**src/rtl/scr1_dmem_arb2.sv**
```systemverilog
// Two-master arbiter in front of the dmem AHB bridge, with an in-order owner tag FIFO for response steering.
// Latency: requests and responses pass through combinationally (zero cycles); only the tag/count state is registered.
// Backpressure: s_req_ack stalls the granted master in place; requests are held off while OUTSTD_DEPTH are outstanding.
module scr1_dmem_arb2 #(
  parameter int OUTSTD_DEPTH = 2,
  parameter bit RR_EN        = 1'b1,
  localparam int CW          = $clog2(OUTSTD_DEPTH + 1)
) (
  input  logic          clk,
  input  logic          rst_n,
  // master 0 (LSU)
  input  logic          m0_req,
  output logic          m0_req_ack,
  input  logic          m0_cmd,
  input  logic [1:0]    m0_width,
  input  logic [31:0]   m0_addr,
  input  logic [31:0]   m0_wdata,
  output logic [31:0]   m0_rdata,
  output logic [1:0]    m0_resp,
  // master 1 (debug / DMA)
  input  logic          m1_req,
  output logic          m1_req_ack,
  input  logic          m1_cmd,
  input  logic [1:0]    m1_width,
  input  logic [31:0]   m1_addr,
  input  logic [31:0]   m1_wdata,
  output logic [31:0]   m1_rdata,
  output logic [1:0]    m1_resp,
  // bridge side
  output logic          s_req,
  input  logic          s_req_ack,
  output logic          s_cmd,
  output logic [1:0]    s_width,
  output logic [31:0]   s_addr,
  output logic [31:0]   s_wdata,
  input  logic [31:0]   s_rdata,
  input  logic [1:0]    s_resp,
  // status
  output logic [CW-1:0] outst_cnt,
  output logic          err_unexp
);

  localparam logic [1:0] RESP_NOTRDY = 2'b00;
  localparam logic [1:0] RESP_ER     = 2'b10;

  // Registered state
  logic [CW-1:0]           cnt_q,  cnt_d;
  logic [OUTSTD_DEPTH-1:0] tag_q,  tag_d;   // tag_q[0] is the oldest outstanding owner
  logic                    last_q, last_d;  // owner of the most recent accept
  logic                    err_q,  err_d;

  // Combinational intermediates
  logic          full;
  logic          empty;
  logic          gnt1;
  logic          accept;
  logic          resp_vld;
  logic          pop;
  logic          head;
  logic [1:0]    resp_eff;
  logic [CW-1:0] wr_idx;

  assign full  = (cnt_q == CW'(OUTSTD_DEPTH));
  assign empty = (cnt_q == '0);
  assign head  = tag_q[0];

  // Grant and request forwarding; the grant only moves when last_q changes, i.e. on an accept
  always_comb begin
    gnt1   = m1_req & ~(m0_req & (~RR_EN | last_q));
    s_req  = (m0_req | m1_req) & ~full;
    accept = s_req & s_req_ack;
    m0_req_ack = accept & ~gnt1;
    m1_req_ack = accept &  gnt1;
    s_cmd   = gnt1 ? m1_cmd   : m0_cmd;
    s_width = gnt1 ? m1_width : m0_width;
    s_addr  = gnt1 ? m1_addr  : m0_addr;
    s_wdata = gnt1 ? m1_wdata : m0_wdata;
  end

  // Response steering to the owner at the FIFO head; the reserved 11 code is folded into an error
  always_comb begin
    resp_vld = (s_resp != RESP_NOTRDY);
    resp_eff = (s_resp == 2'b11) ? RESP_ER : s_resp;
    pop      = resp_vld & ~empty;
    m0_resp  = RESP_NOTRDY;
    m1_resp  = RESP_NOTRDY;
    m0_rdata = '0;
    m1_rdata = '0;
    if (pop) begin
      if (head) begin
        m1_resp  = resp_eff;
        m1_rdata = s_rdata;
      end else begin
        m0_resp  = resp_eff;
        m0_rdata = s_rdata;
      end
    end
  end

  // Next-state for the counter, the shift-style tag FIFO, the RR pointer and the sticky error
  always_comb begin
    cnt_d  = cnt_q;
    tag_d  = tag_q;
    last_d = last_q;
    err_d  = err_q | (resp_vld & empty);
    wr_idx = pop ? (cnt_q - CW'(1)) : cnt_q;

    if (accept && !pop) begin
      cnt_d = cnt_q + CW'(1);
    end else if (!accept && pop) begin
      cnt_d = cnt_q - CW'(1);
    end

    if (pop) begin
      tag_d = tag_q >> 1;
    end
    if (accept) begin
      last_d = gnt1;
      for (int i = 0; i < OUTSTD_DEPTH; i++) begin
        if (wr_idx == CW'(i)) begin
          tag_d[i] = gnt1;
        end
      end
    end
  end

  // State registers; last_q resets to 1 so master 0 wins the first tie
  always_ff @(posedge clk or negedge rst_n) begin
    if (!rst_n) begin
      cnt_q  <= '0;
      tag_q  <= '0;
      last_q <= 1'b1;
      err_q  <= 1'b0;
    end else begin
      cnt_q  <= cnt_d;
      tag_q  <= tag_d;
      last_q <= last_d;
      err_q  <= err_d;
    end
  end

  assign outst_cnt = cnt_q;
  assign err_unexp = err_q;

endmodule

```
**config.mk**
```make
export PLATFORM = sky130hd
export DESIGN_NAME = scr1_dmem_arb2
export DESIGN_NICKNAME = d
export VERILOG_FILES = /design/src/rtl/scr1_dmem_arb2.sv
export SDC_FILE = /design/constraint.sdc
export NUM_CORES = 1
export LEC_CHECK = 0
export ABC_AREA = 1
export ABC_CLOCK_PERIOD_IN_PS = 1710
export BUFFER_PORTS_ARGS = -buffer_cell sky130_fd_sc_hd__buf_2
export CAP_MARGIN = 15
export CORE_AREA = 2 2 121 123
export CTS_BUF_LIST = sky130_fd_sc_hd__clkbuf_16
export CTS_CLUSTER_SIZE = 16
export DETAILED_ROUTE_END_ITERATION = 16
export DIE_AREA = 0 0 123 125
export GPL_TIMING_DRIVEN = 0
export PLACE_DENSITY_LB_ADDON = 0.05
export SKIP_LAST_GASP = 1
export SLEW_MARGIN = 10
export SYNTH_ARGS = -nofsm -noshare
export SYNTH_HDL_FRONTEND = slang
export SYNTH_SLANG_ARGS = --single-unit
```
**constraint.sdc**
```tcl
create_clock -name clk -period 1.71 [get_ports clk]
set_input_delay 0.0855 -clock clk [delete_from_list [all_inputs] [get_ports clk]]
set_output_delay 0.0855 -clock clk [all_outputs]
set_load 0.05 [all_outputs]
```
Yosys cells after proc, flatten, opt, wreduce, memory -nomap -nowiden. Cells that the tools add are included.

$lt $le $gt $ge: 0. Eq/ne operators: 3. Reductions and logical operators: 8. Mux-type cells: 20. Shifts and indexed selects: 0. Add/sub/neg operators: 2. Divide/modulo/power cells: 0. $mul: 0. Bitwise logic cells: 14.

Operators by type and width (number): $mux 32 (6); $mux 2 (11); $and 1x1->1 (8); $eq 2x2->1 const B (2); $logic_not 2->1 (2); $not 1->1 (4); $reduce_bool 2->1 (2); $mux 1 (3); $add 2x1->2 const B (1); $eq 2x1->1 const B (1); $logic_and 1x1->1 (2); $logic_not 1->1 (2); $or 1x1->1 (2); $sub 2x1->2 const B (1).

Memory bits (writable): 0. Output and inout bits: 141. Bits in latches: 0. ROM bits: 0. Logic and storage cells: 51. Register bits after elaboration: 6. Bits of input ports: 173. Memories kept: 0.

Logic depth before layout (Yosys ltp). Gate-level depths: netlist (run 1).

Word-level depth: 8. Mapped depth: 10. Gate-level depth less buffers: 10.

Worst setup path after synthesis (run 1). Ideal clock, no wire load.

Kind: flip-flop to output port. Start point: reg cnt_q[0] (netlist: outst_cnt[0]). End point: out m0_rdata[10]. Buffers on the path: 2. Arrival time: 2610 ps. Slack: -986 ps. Required time: 1624 ps. Cell stages (with the launch flop): 7. Path through: dfrtp_1 inv_1 ha_1 or2_1 buf_2 buf_6 nor3_1.

Word-level cells in the longest chain between the ends: 4.

RTL lines: start, declared (line 47) `logic [CW-1:0] cnt_q, cnt_d;`; start signal, assigned (line 135) `cnt_q <= cnt_d;`; $logic_not 2->1 (line 64) `assign empty = (cnt_q == '0);`; $not 1->1 (line 84) `pop = resp_vld & ~empty;`; $and 1x1->1 (line 84); $mux 32 (line 89) `if (pop) begin`; end, declared (line 18) `output logic [31:0] m0_rdata,`.

Every way passes these cells.

Worst setup path in the final report (run 1).
Start point: reg cnt_q[0] (netlist: outst_cnt[0]). End point: out m0_rdata[18].

Same word-level chain as after synthesis.

==> run summary, run 1 <==
Status = finished, violations left
Failing checks = setup timing
FF+latch area = 153.9 sq um
Reg clk slew, reported paths = 0.04 ns
CP delay by family, top = buffers and inverters
Finished Layout Cells = 900
Area after DPL = 4174 sq um
DRC viols = 0
Crit path launch type = flip-flop
R2R setup slack = 0.19 ns
Vias in the first global route = 3422
DR vias/cell = 3.909
Xor-xnor portion of the synthesized cell area = 1.014%
Finished Cell Area = 5129 sq um
Setup ws final = -0.05475 ns
Input/output buffers = 313
Setup WS pre-CTS = -0.1498 ns
CP Buf/Inv Count = 4
Synth warn = 0
DIE HEIGHT = 125 microns
NumNets Final = 893
GP Congestion = 0.7673
Final Max Slew Viols = 0
Post-Syn Nets = 559
Mapped Cells = 383
Switching share of power = 59.78%
Layout cells sized above 1 = 61.59%
Synth top area share = 46.52%
Pwr/cell area = 1414 nW/um^2
Die W = 123 microns
Total clock sinks = 6
WL/cell = 12.15 microns
Cells along the critical path = inv_2 > ha_4 > or2_4 > buf_12 > clkbuf_16 > nor3_4 > buf_6
Final Cycle Share = 103.2%
Largest net degree at the start of global routing = 11
Initial Util = 12.16%
Distinct cells, synth = 22
Worst hold slack = 0.2343 ns
First DRT Iteration DRCs = 48
Congestion Overflow GR = 0
Synth Area in Compound Gates = 1.812%
Placed Cells incl. Taps = 881
Largest family of logic cells by synthesized area = simple AND/OR/NAND/NOR gates
Cts bufs inserted = 3
Core ar. = 14200 sq um
Post-synthesis mux area share = 0%
First-pass GRT wire length = 15.99 mm
Setup violations, final = 32
Post-synthesis adder-cell area fraction = 2.174%
Worst-Skew Late Latency = 0.23 ns
Final hold vios = 0
CTS root buf = clkbuf_16
Max-cap violation count = 0
Synth top area cells = nand2_1, nor2_1, nor3_1, inv_1, dfrtp_1
Hold crit path type = in2async
Post-synth top area cell = nand2_1
R2R depth = 7
Slowest CP cell = dfrtp_2
Clock share of power = 5.5%
Fin crit period = 1.765 ns
Seq pwr share = 3.4%
VDD IR max = 0.4036 mV
CP Capture Type = output pin
Initial antenna violation count = 0
Internal = 2.917 mW
Synth Area in Simple Gates = 69.49%
Ant. Diodes = 0
Mapped cell area = 1727 sq um
Max clock buf depth = 2
Antenna Nets Post-Route = 0
Maximum fanout along the worst path = 8
FILL cells = 1512
DRT Wirelength = 10.94 mm
Peak per-stage delay on the critical path = 0.36 ns
Unrepaired setup endpoints after global routing = true
Skew final = 0.0008688 ns
Area of the multi-input gates = 1957 sq um
Slew margin rel. = 59.89%
Logic pwr share = 91.1%
CP arrival = 1.68 ns
Worst path depth = 7
Post-Syn Area per Cell = 4.508 sq um
Critical Setup Path Class = reg2out
HPWL Detailed = 8.975 mm
Crit path required time = 1.62 ns
GRT Total Usage = 12.93%
Sequential fraction of the synthesis area = 8.768%
Rows = 44
Worst-Margin Slew = 0.6016 ns
Reg2Reg Capture Point = outst_cnt[1]
Area Growth Syn to Fin = 197.0%
DRT Pass-1 Iters = 4
Worst R2R Start = outst_cnt[0]
Layout Utilization = 36.11%
Routed vias = 3518
Switching Power = 4.336 mW
Synth Register Bits = 6
Die area = 15380 sq um
Pleak = 2.922 nW
Clock H-tree levels = 1
I/O pin count = 314
Max Fclk = 0.5667 GHz
TritonCTS clock tree = built
[per-layer routing]
layer / part of all wire (%) / GRT usage (%) / vias to the layer above
li1: - / - / 1800
met1: 33 / 12.35 / 1525
met2: 56 / 27.01 / 182
met3: 9.3 / 3.148 / 11
met4: 1.4 / 2.340 / 0
met5: 0 / 0 / -
[cell families (layout without fill, tap and decap cells)]
family	Yosys count	in the layout
compound gates	5	5
xor+xnor	2	2
fa+ha+maj	3	3
buf+inv	67	400
flops	6	6
simple gates	300	300
[timing repair]
| action | CTS | global route |
|---|---|---|
| hold endpoints to repair | 6 | 0 |
| cloned | 1 | 5 |
| hold buffers | 1 | 0 |
| gates resized for setup | 139 | 120 |
| pin swaps | 4 | 7 |
| buffers inserted | 6 | 2 |
| endpoints found under the setup margin | 133 | 134 |
[flip-flops by register name, summed over array words and instances, names as in the netlist]
signal and cells:
tag_q 2, outst_cnt 2, err_unexp 1, last_q 1
[cell type report]
type                            count  area share, %
Clock buffer                        3          1.464
Inverter                           43          3.245
Clock inverter                      1        0.07319
Tap cell                          184          4.489
Multi-Input combinational cell    310          38.16
Sequential cell                     6          3.001
Buffer                             24          5.367
Timing Repair Buffer              329          44.21
[cell usage in the layout (no fill, tap or decap), drive strengths merged]
cell	instances
clkbuf	25
xor2	1
dlygate4sd3	1
nor3	34
ha	3
inv	44
dfstp	1
nand2	216
dfrtp	5
buf	330
nand3	3
o21ai	4
xnor2	1
o21bai	1
nor2	46
or2	1
[Yosys cell counts, drive strengths merged]
| cell type | number |
|---|---|
| nor3 | 34 |
| xnor2 | 1 |
| buf | 13 |
| dfrtp | 5 |
| or2 | 1 |
| o21bai | 1 |
| dfstp | 1 |
| inv | 43 |
| ha | 3 |
| clkbuf | 11 |
| nand3 | 3 |
| o21ai | 4 |
| nor2 | 46 |
| nand2 | 216 |
| xor2 | 1 |
[worst max-delay path by stage]
stage	from	end	slack, ns
4_1_cts	outst_cnt[0]	m0_rdata[5]	-0.12
3_5_place_dp	outst_cnt[0]	m1_rdata[9]	-0.15
3_3_place_gp	s_resp[1]	m0_rdata[0]	-0.25
5_1_grt	outst_cnt[0]	m0_rdata[19]	-0.11
2_1_floorplan	outst_cnt[0]	m0_rdata[10]	-0.20
6_report	outst_cnt[0]	m0_rdata[18]	-0.05
[power groups by stage]
stage                     combinational, mW  sequential, mW  clock (mW)
final                                  6.61           0.249       0.398
after detailed placement               5.24           0.255           0
after global routing                   7.01           0.258       0.411
after CTS                              6.08           0.241       0.406
after global placement                 5.23           0.256           0
after floorplan                        4.03           0.331           0
[per-stage QoR]
| step | setup TNS, ns | power (mW) |
|---|---|---|
| 2_1_floorplan | -4.508 | 4.361 |
| 3_3_place_gp | -5.888 | 5.491 |
| 3_5_place_dp | -3.821 | 5.495 |
| 4_1_cts | -2.693 | 6.722 |
| 5_1_grt | -3.046 | 7.676 |
| 6_report | -1.022 | 7.253 |
Note: power is estimated with default switching activity, not from simulation.
==> inputs of run 2 (changes only) <==
- ABC_CLOCK_PERIOD_IN_PS: 1710 -> 1500
- BUFFER_PORTS_ARGS: -buffer_cell sky130_fd_sc_hd__buf_2 -> unset
- CORE_AREA: 2 2 121 123 -> 2 2 120 122
- DIE_AREA: 0 0 123 125 -> 0 0 122 124
- DONT_BUFFER_PORTS: unset -> 1
- RECOVER_POWER: unset -> 25
- clock period: 1.71 -> 1.5 ns (I/O delays scaled with it)
==> run summary, run 2 (synthesis gave the netlist of run 1 again) <==
First DRT Iteration DRCs = 42
Final Cycle Share = 138.8%
Worst hold slack = 0.1823 ns
Total clock sinks = 6
Max Fclk = 0.4804 GHz
Die area = 15130 sq um
Slew margin rel. = 52.97%
Final Max Slew Viols = 0
Crit path launch type = flip-flop
Setup ws final = -0.5817 ns
Skew final = 0.0009803 ns
Core ar. = 13720 sq um
Most frequent cells in the layout = nand2_8, nand2_4, nor2_4
Worst R2R Start = last_q
Final hold vios = 0
HPWL Detailed = 9.039 mm
Clock share of power = 4.7%
Pleak = 2.562 nW
Largest net degree at the start of global routing = 11
Crit path from = outst_cnt[1]
Switching share of power = 61.65%
Pwr/cell area = 1434 nW/um^2
Congestion Overflow GR = 0
Max-cap violation count = 0
DRC viols = 0
First-pass GRT wire length = 17.95 mm
Initial antenna violation count = 0
CP arrival = 2.01 ns
DIE HEIGHT = 124 microns
I/O pin count = 314
Area of the multi-input gates = 4458 sq um
Worst-Margin Slew = 0.7055 ns
DRT Pass-1 Iters = 4
TritonCTS clock tree = built
Area Growth Syn to Fin = 286.4%
WL/cell = 21.41 microns
DR vias/cell = 4.421
Min-delay src = s_resp[0]
DRT Wirelength = 13.79 mm
FILL cells = 1146
Maximum fanout along the worst path = 7
Cts bufs inserted = 3
Routed vias = 2847
Vias in the first global route = 2947
Die W = 122 microns
VDD IR max = 0.5668 mV
Peak per-stage delay on the critical path = 0.55 ns
Antenna Nets Post-Route = 0
Logic pwr share = 90.7%
Hold crit path type = in2reg
Setup TNS = -55.72 ns
Setup violations, final = 142
Slowest CP cell = dfrtp_4
Switching Power = 5.899 mW
Cells along the critical path = inv_2 > ha_4 > or2_4 > buf_12 > nor3_4
Area after DPL = 2714 sq um
Worst-Skew Late Latency = 0.23 ns
CP Capture Type = output pin
Rows = 43
CTS root buf = clkbuf_16
Failing checks = setup timing
Ant. Diodes = 0
Input/output buffers = 0
FF+latch area = 158.9 sq um
Initial Util = 12.59%
Clock H-tree levels = 1
Worst hold path depth = 5
Fin crit period = 2.082 ns
NumNets Final = 641
GP Congestion = 0.7424
Status = finished, violations left
Finished Cell Area = 6673 sq um
Crit path required time = 1.42 ns
Most common cell after layout, fill and taps aside = nand2_8
Max clock buf depth = 2
GRT Total Usage = 15.46%
Critical Setup Path Class = reg2out
Internal = 3.671 mW
Reg clk slew, reported paths = 0.04 ns
Seq pwr share = 4.6%
Unrepaired setup endpoints after global routing = true
Layout cells sized above 1 = 83.19%
R2R depth = 10
## run 2: cell types whose count changed in the layout (fill, tap and decap cells not counted), sizes merged
cell,delta
buf,-241
clkbuf,-11
clkinv,+1
inv,-1
## run 2: worst max-delay path: cells and delay by family (launching register included)
kind | cells | cell delay (ns)
and+or+nand+nor | 2 | 0.79
DFF | 1 | 0.55
adders and majority gates | 1 | 0.17
buffers and inverters | 2 | 0.25
## run 2: area by class of cell
type	count	share of cell area [%]
clock inverter	1	0.05625
sequential	6	2.381
timing repair buffer	81	17.59
inverter	43	2.963
tap	180	3.375
multi-input combinational	310	66.81
clock buffer	3	1.125
buffer	20	5.700
## run 2: final timing paths
path / slack [ns] / to
setup / recovery: -0.58 / m0_rdata[1]
hold / removal: 0.18 / tag_q[0]
setup reg to reg: -0.21 / tag_q[1]
hold reg to reg: 0.48 / last_q
max in group asynchronous: 1.00 / last_q
min in group asynchronous: 0.19 / tag_q[1]
## run 2: power groups by stage
stage	Combinational [mW]	Sequential [mW]	Clock [mW]
after floorplan	4.78	0.393	0
after global placement	5.32	0.419	0
after detailed placement	5.32	0.419	0
after CTS	7.71	0.440	0.462
after global routing	9.07	0.456	0.481
final	8.68	0.439	0.454
## run 2: metal layers
metal / up-vias / GRT usage, % / wire [microns] / part of all wire, %
li1: 1312 / - / - / -
met1: 1364 / 16.03 / 4293 / 31
met2: 157 / 31.35 / 8354 / 61
met3: 14 / 3.846 / 969 / 7.0
met4: 0 / 2.658 / 167 / 1.2
met5: - / 0 / 0 / 0
## run 2: per-stage QoR
stage | worst slack, ns | util [%] | instances | power [mW]
floorplan | -0.3774 | - | 383 | 5.171
global placement | -0.4937 | 19.67 | 563 | 5.742
detailed placement | -0.4949 | 19.78 | 564 | 5.736
CTS | -0.6709 | 40.32 | 621 | 8.611
global route | -0.6597 | 48.64 | 644 | 10.00
finish | -0.5817 | 48.64 | 644 | 9.570
## run 2: what timing repair did
action,CTS,global route
endpoints found under the setup margin,143,142
pin swaps,84,74
buffers inserted,44,30
hold buffers,1,0
gates resized for setup,469,166
gates cloned,8,5
hold endpoints to repair,6,0
